==> config.mk <==
export PLATFORM = sky130hd
export DESIGN_NAME = kara64_seq_ctrl
export DESIGN_NICKNAME = d
export VERILOG_FILES = /design/src/rtl/kara_pkg.sv /design/src/rtl/mult33_wt.sv /design/src/rtl/kara64_seq_ctrl.sv
export SDC_FILE = /design/constraint.sdc
export NUM_CORES = 2
export LEC_CHECK = 0
export BUFFER_PORTS_ARGS = -buffer_cell sky130_fd_sc_hd__buf_2
export CORE_UTILIZATION = 35
export CTS_CLUSTER_DIAMETER = 80
export DETAILED_ROUTE_END_ITERATION = 8
export SLEW_MARGIN = 25
export SYNTH_ARGS = -nofsm -noshare
export SYNTH_HDL_FRONTEND = slang
export SYNTH_HIERARCHICAL = 1
export SYNTH_SLANG_ARGS = --single-unit
==> constraint.sdc <==
create_clock -name i_clk -period 31.1 [get_ports i_clk]
set_input_delay 6.22 -clock i_clk [delete_from_list [all_inputs] [get_ports i_clk]]
set_output_delay 6.22 -clock i_clk [all_outputs]
set_load 0.01 [all_outputs]
==> src/rtl/kara_pkg.sv <==
// Shared widths, sequencer state encoding and Karatsuba recombination for the
// 64x64 multiplier.
package kara_pkg;

  localparam int W = 64;
  localparam int H = W / 2;

  typedef enum logic [2:0] {
    IDLE    = 3'd0,
    MUL_LO  = 3'd1,
    MUL_HI  = 3'd2,
    MUL_MID = 3'd3,
    DONE    = 3'd4
  } state_t;

  // z1 = zm - z0 - z2 cannot go negative because zm = (aL+aH)(bL+bH) >= aL*bL + aH*bH.
  function automatic logic [2*W-1:0] kara_combine(
    input logic [W-1:0] z0,
    input logic [W-1:0] z2,
    input logic [W+1:0] zm
  );
    logic [W+1:0]   w_z1;
    logic [2*W-1:0] w_hi;
    logic [2*W-1:0] w_mid;
    logic [2*W-1:0] w_lo;
    w_z1  = zm - {2'b00, z0} - {2'b00, z2};
    w_hi  = {z2, {W{1'b0}}};
    w_mid = {{(W-2){1'b0}}, w_z1} << H;
    w_lo  = {{W{1'b0}}, z0};
    return w_hi + w_mid + w_lo;
  endfunction

endpackage

==> src/rtl/mult33_wt.sv <==
// Combinational unsigned (H+1)x(H+1) multiplier: partial products reduced with
// 3:2 carry-save layers until two rows remain, then one final adder.
module mult33_wt
  import kara_pkg::*;
(
  input  logic [H:0]   i_a,
  input  logic [H:0]   i_b,
  output logic [W+1:0] o_p
);

  localparam int N      = H + 1;
  localparam int STAGES = 10;

  logic [W+1:0] r_rows [N];
  logic [W+1:0] w_x, w_y, w_z;
  int           w_n;
  int           w_m;

  always_comb begin
    w_x = '0;
    w_y = '0;
    w_z = '0;
    w_n = N;
    w_m = 0;
    for (int i = 0; i < N; i++) begin
      r_rows[i] = i_b[i] ? ({{(W+1-H){1'b0}}, i_a} << i) : '0;
    end
    // Each layer compresses every full group of three rows into a sum and a carry row.
    for (int s = 0; s < STAGES; s++) begin
      if (w_n > 2) begin
        w_m = 0;
        for (int g = 0; g < N / 3; g++) begin
          if (3 * g + 2 < w_n) begin
            w_x = r_rows[3*g];
            w_y = r_rows[3*g+1];
            w_z = r_rows[3*g+2];
            r_rows[w_m]   = w_x ^ w_y ^ w_z;
            r_rows[w_m+1] = ((w_x & w_y) | (w_x & w_z) | (w_y & w_z)) << 1;
            w_m = w_m + 2;
          end
        end
        for (int j = 0; j < N; j++) begin
          if (j >= 3 * (w_n / 3) && j < w_n) begin
            r_rows[w_m] = r_rows[j];
            w_m = w_m + 1;
          end
        end
        w_n = w_m;
      end
    end
    o_p = r_rows[0] + r_rows[1];
  end

endmodule

==> src/rtl/kara64_seq_ctrl.sv <==
// Three-pass Karatsuba sequencer for an unsigned 64x64->128 product through one
// shared 33x33 multiplier, with valid/ready handshakes on both sides.
module kara64_seq_ctrl
  import kara_pkg::*;
(
  input  logic           i_clk,
  input  logic           i_rst,
  input  logic           i_in_valid,
  output logic           o_in_ready,
  input  logic [W-1:0]   i_a,
  input  logic [W-1:0]   i_b,
  output logic           o_out_valid,
  input  logic           i_out_ready,
  output logic [2*W-1:0] o_p,
  output logic           o_busy
);

  state_t         r_state;
  state_t         w_next;
  logic [H-1:0]   r_al, r_ah, r_bl, r_bh;
  logic [W-1:0]   r_z0, r_z2;
  logic [2*W-1:0] r_p;
  logic [H:0]     w_ma, w_mb;
  logic [W+1:0]   w_prod;
  logic           w_accept;

  assign w_accept = i_in_valid && (r_state == IDLE);

  mult33_wt u_mult (
    .i_a (w_ma),
    .i_b (w_mb),
    .o_p (w_prod)
  );

  // Operand select depends on state alone; held at zero outside the three passes.
  always_comb begin
    w_ma = '0;
    w_mb = '0;
    case (r_state)
      MUL_LO: begin
        w_ma = {1'b0, r_al};
        w_mb = {1'b0, r_bl};
      end
      MUL_HI: begin
        w_ma = {1'b0, r_ah};
        w_mb = {1'b0, r_bh};
      end
      MUL_MID: begin
        w_ma = {1'b0, r_al} + {1'b0, r_ah};
        w_mb = {1'b0, r_bl} + {1'b0, r_bh};
      end
      default: ;
    endcase
  end

  always_comb begin
    w_next = r_state;
    case (r_state)
      IDLE:    if (w_accept) w_next = MUL_LO;
      MUL_LO:  w_next = MUL_HI;
      MUL_HI:  w_next = MUL_MID;
      MUL_MID: w_next = DONE;
      DONE:    if (i_out_ready) w_next = IDLE;
      default: w_next = IDLE;
    endcase
  end

  always_ff @(posedge i_clk or posedge i_rst) begin
    if (i_rst) begin
      r_state <= IDLE;
      r_al    <= '0;
      r_ah    <= '0;
      r_bl    <= '0;
      r_bh    <= '0;
      r_z0    <= '0;
      r_z2    <= '0;
      r_p     <= '0;
    end else begin
      r_state <= w_next;
      if (w_accept) begin
        r_al <= i_a[H-1:0];
        r_ah <= i_a[W-1:H];
        r_bl <= i_b[H-1:0];
        r_bh <= i_b[W-1:H];
      end
      if (r_state == MUL_LO) r_z0 <= w_prod[W-1:0];
      if (r_state == MUL_HI) r_z2 <= w_prod[W-1:0];
      if (r_state == MUL_MID) r_p <= kara_combine(r_z0, r_z2, w_prod);
    end
  end

  assign o_p         = r_p;
  assign o_out_valid = (r_state == DONE);
  assign o_in_ready  = (r_state == IDLE);
  assign o_busy      = (r_state != IDLE);

endmodule

==> results.md <==
Placed design:
- The congestion estimate from routability-driven global placement came to 0.972.
- The count of buffers inserted at the top-level ports is 262.
- The HPWL after detailed placement is 160 mm.
- In this run, placement finished with an instance count of 9,306.

STA:
- The final critical path takes up 54.7% of the cycle.
- The smallest clock period supported by the final layout is computed as 17,010 ps.
- The maximum operating frequency is 58.8 MHz.
- The final clock skew is 43.5 ps.
- Setup repair after global routing left no endpoint under its margin.
- The number of failing hold endpoints at the final stage came to 0.
- The count of endpoints failing setup in the final report is 0.
- For the final routed database, the setup TNS stands at 0 ps.
- In this run the tightest slew margin relative to its limit is 29.8%.
- The max-slew violation count is 0.
- The transition time of the tightest slew-check pin is 1050 ps.

Final layout:
- The fraction of final layout cells with drive strength greater than 1 is 9.99%.
- The top cell types in the final layout, fill and taps aside, are sky130_fd_sc_hd__inv_1, sky130_fd_sc_hd__fa_1, sky130_fd_sc_hd__nand2_1, sky130_fd_sc_hd__and2_1, sky130_fd_sc_hd__ha_1.
- The most common cell after layout, fill and taps aside is sky130_fd_sc_hd__inv_1.
- The area growth from synthesis to layout is 8.45%.
- The count of cells in the finished layout, fillers not included, comes to 9,382.
- The net count reported at finish is 8,590.
- After filler insertion, the fill cell instance count of the layout stands at 17,800.

Global route:
- The global-route congestion overflow total is 0.
- The number of antenna violations at the first check in global routing was 7.
- The number of global-route vias before repair is 51,500.
- The combined global-route utilization of all metal layers is 22.5%.
- The largest net degree at the start of global routing is 112.
- The first global-routing pass estimated 314 mm of wire.

Yosys:
- The number of enable flip-flop cells after synthesis is 0.
- The cell count after synthesis came out at 6,956.
- The post-synthesis register bit count is 387.
- The average instance in the mapped netlist occupies 9.06 um^2.
- Synthesis produced a netlist with a net count of 8,551.
- After synthesis, flip-flops and latches occupy 15.4% of the total area.
- Counting distinct cell types in the post-synthesis netlist gives 88.
- Of all flip-flops after synthesis, the portion carrying an async set or reset was 100%.
- In the synthesized netlist the dominant register cell turns out to be sky130_fd_sc_hd__dfrtp_1.
- The Yosys warning count is 6.
- The area of the mapped netlist is 63,100 um^2.

Outcome:
- The flow ran to the end, and the final reports show no timing, DRC or antenna violations.

Setup path:
- The required time of the critical path is 31,550 ps.
- The cell occurring most often along the worst timing path is sky130_fd_sc_hd__fa_1.
- Along the worst path, the maximum fanout reaches 26.
- The peak per-stage delay on the critical path is 750 ps.
- The critical path is of the reg2reg type.
- The endpoint arrival time on the critical path is 17,460 ps.
- The master of the slowest instance on the critical path is sky130_fd_sc_hd__o311ai_0.
- The critical path capture point type is a register.
- The startpoint kind of the worst setup timing path is a register.

Routing:
- The detail route stage leaves a number of antenna-violating nets equal to 0.
- The detailed router placed 49,500 vias in this run.
- The post-detailed-routing wire length is 204 mm.
- In the routed design, unresolved DRC markers number 0.
- For this block, the initial DRC count from the detailed router was 4,260.
- The final routed wire length divided by cell count is 21.7 um.
- Dividing the detail-routed via count by the number of cells gives 5.28.
- The first detailed-routing pass ran for 6 iterations.

Clocking:
- The latest clock arrival within the worst-skew pair is 640 ps.
- The clock slew seen by the registers of the worst setup and hold paths is 60 ps.
- The number of sinks on the clock net is 387.
- Clock tree synthesis inserted a total of 42 buffers.
- The TritonCTS clock tree is yes.
- Clock tree synthesis selected as its root buffer the cell sky130_fd_sc_hd__clkbuf_16.
- The number of buffers inserted by post-CTS setup repair is 0.
- The largest buffer count on any clock path is 3.
- In this run, post-CTS repair resized a total of 0 instances.
- The hold buffer count at CTS is 0.
- The deepest level of the CTS H-tree is 2.

Die:
- The die is 426 um wide.
- The initial cell density of the core is 35.3%.
- The floorplan has 155 rows.
- The number of ports placed on the die boundary is 263.
- The y dimension of the die is 426 um.
- The total area inside the core boundary comes to 179,000 um^2.
- The die covers 182,000 um^2.

Job:
- The number of maximum-capacitance constraint violations is 0.

Min path:
- The path class of the tightest hold or removal check is reg2reg.
final timing paths:
check                               startpoint              endpoint  slack (ps)  cells past startpoint
setup / recovery           r_bl[0]$_DFFE_PP0P_  o_p[118]$_DFFE_PP0P_       14090                     55
hold / removal             o_p[47]$_DFFE_PP0P_   o_p[47]$_DFFE_PP0P_         470                      2
setup reg to reg           r_bl[0]$_DFFE_PP0P_  o_p[118]$_DFFE_PP0P_       14090                     55
hold reg to reg            o_p[47]$_DFFE_PP0P_   o_p[47]$_DFFE_PP0P_         470                      2
max in group asynchronous                i_rst   o_p[54]$_DFFE_PP0P_       23390                      4
min in group asynchronous                i_rst  r_bh[25]$_DFFE_PP0P_        5630                      2
critical path: cells and delay by family (launching register included):
family | cells | cell delay, ps
flops | 1 | 370
simple gates | 11 | 2290
fa+ha+maj | 14 | 6270
compound gates | 20 | 6040
buf+inv | 6 | 770
xor+xnor | 4 | 1040
stage by stage:
stage	hold WS (ps)	setup WS (ps)	util (%)	cell area, um^2
floorplan	463	14120	-	63100
global placement	447	14410	37.5	67000
detailed placement	454	14340	37.5	67000
CTS	473	14260	38.3	68400
global route	497	13300	38.3	68400
finish	468	14090	38.3	68400
state kept, by name (all words and copies together), names as in the netlist:
| register | cells |
|---|---|
| o_p | 128 |
| r_bl | 32 |
| r_ah | 32 |
| r_al | 32 |
| r_state | 3 |
| r_z2 | 64 |
| r_bh | 32 |
| r_z0 | 64 |
routing by layer:
layer	vias up	wire [um]	GRT usage (%)
li1	22100	-	-
met1	25200	89800	31.7
met2	1826	91600	35.5
met3	346	14500	3.40
met4	2	7930	7.14
met5	-	8	0
cell families (layout without fill, tap and decap cells):
logic type      count (synthesis)  count (layout)  share of synthesized area [%]
compound gates               1190            1190                           11.8
mux                           152             152                           2.70
xor+xnor                      252             252                           3.50
fa+ha+maj                    1463            1463                           41.4
flops                         387             387                           15.4
simple gates                 2070            2070                           16.6
buf+inv                      1442            1511                           8.73
other cells                     0               2                              0
cell usage after synthesis, types with 59 or more instances:
cell,count,area share (%)
sky130_fd_sc_hd__dfrtp_1,387,15
sky130_fd_sc_hd__nor2_1,163,0.97
sky130_fd_sc_hd__o21ai_0,413,3.3
sky130_fd_sc_hd__clkbuf_1,324,1.9
sky130_fd_sc_hd__xor2_1,85,1.2
sky130_fd_sc_hd__and2_1,774,7.7
sky130_fd_sc_hd__xnor2_1,167,2.3
sky130_fd_sc_hd__inv_1,1080,6.4
sky130_fd_sc_hd__a21oi_1,291,2.3
sky130_fd_sc_hd__nand2_1,813,4.8
sky130_fd_sc_hd__fa_1,1036,33
sky130_fd_sc_hd__nand3_1,59,0.47
sky130_fd_sc_hd__a21o_1,109,1.3
sky130_fd_sc_hd__ha_1,427,8.5
sky130_fd_sc_hd__mux2_2,144,2.6
layout make-up:
class	instances	area [um^2]	share of cell area (%)
clock inverters	17	229	0.335
flip-flops and latches	387	9690	14.2
inverters	1081	4070	5.94
well taps	2355	2950	4.31
clock buffers	57	1180	1.72
diodes	2	5.00	0.00732
multi-input cells	5127	48300	70.6
repair buffers	356	2020	2.96
Power is left out: the tool's default activity adds up to more than one toggle a clock period on the data nets, which glitch-free logic cannot reach.
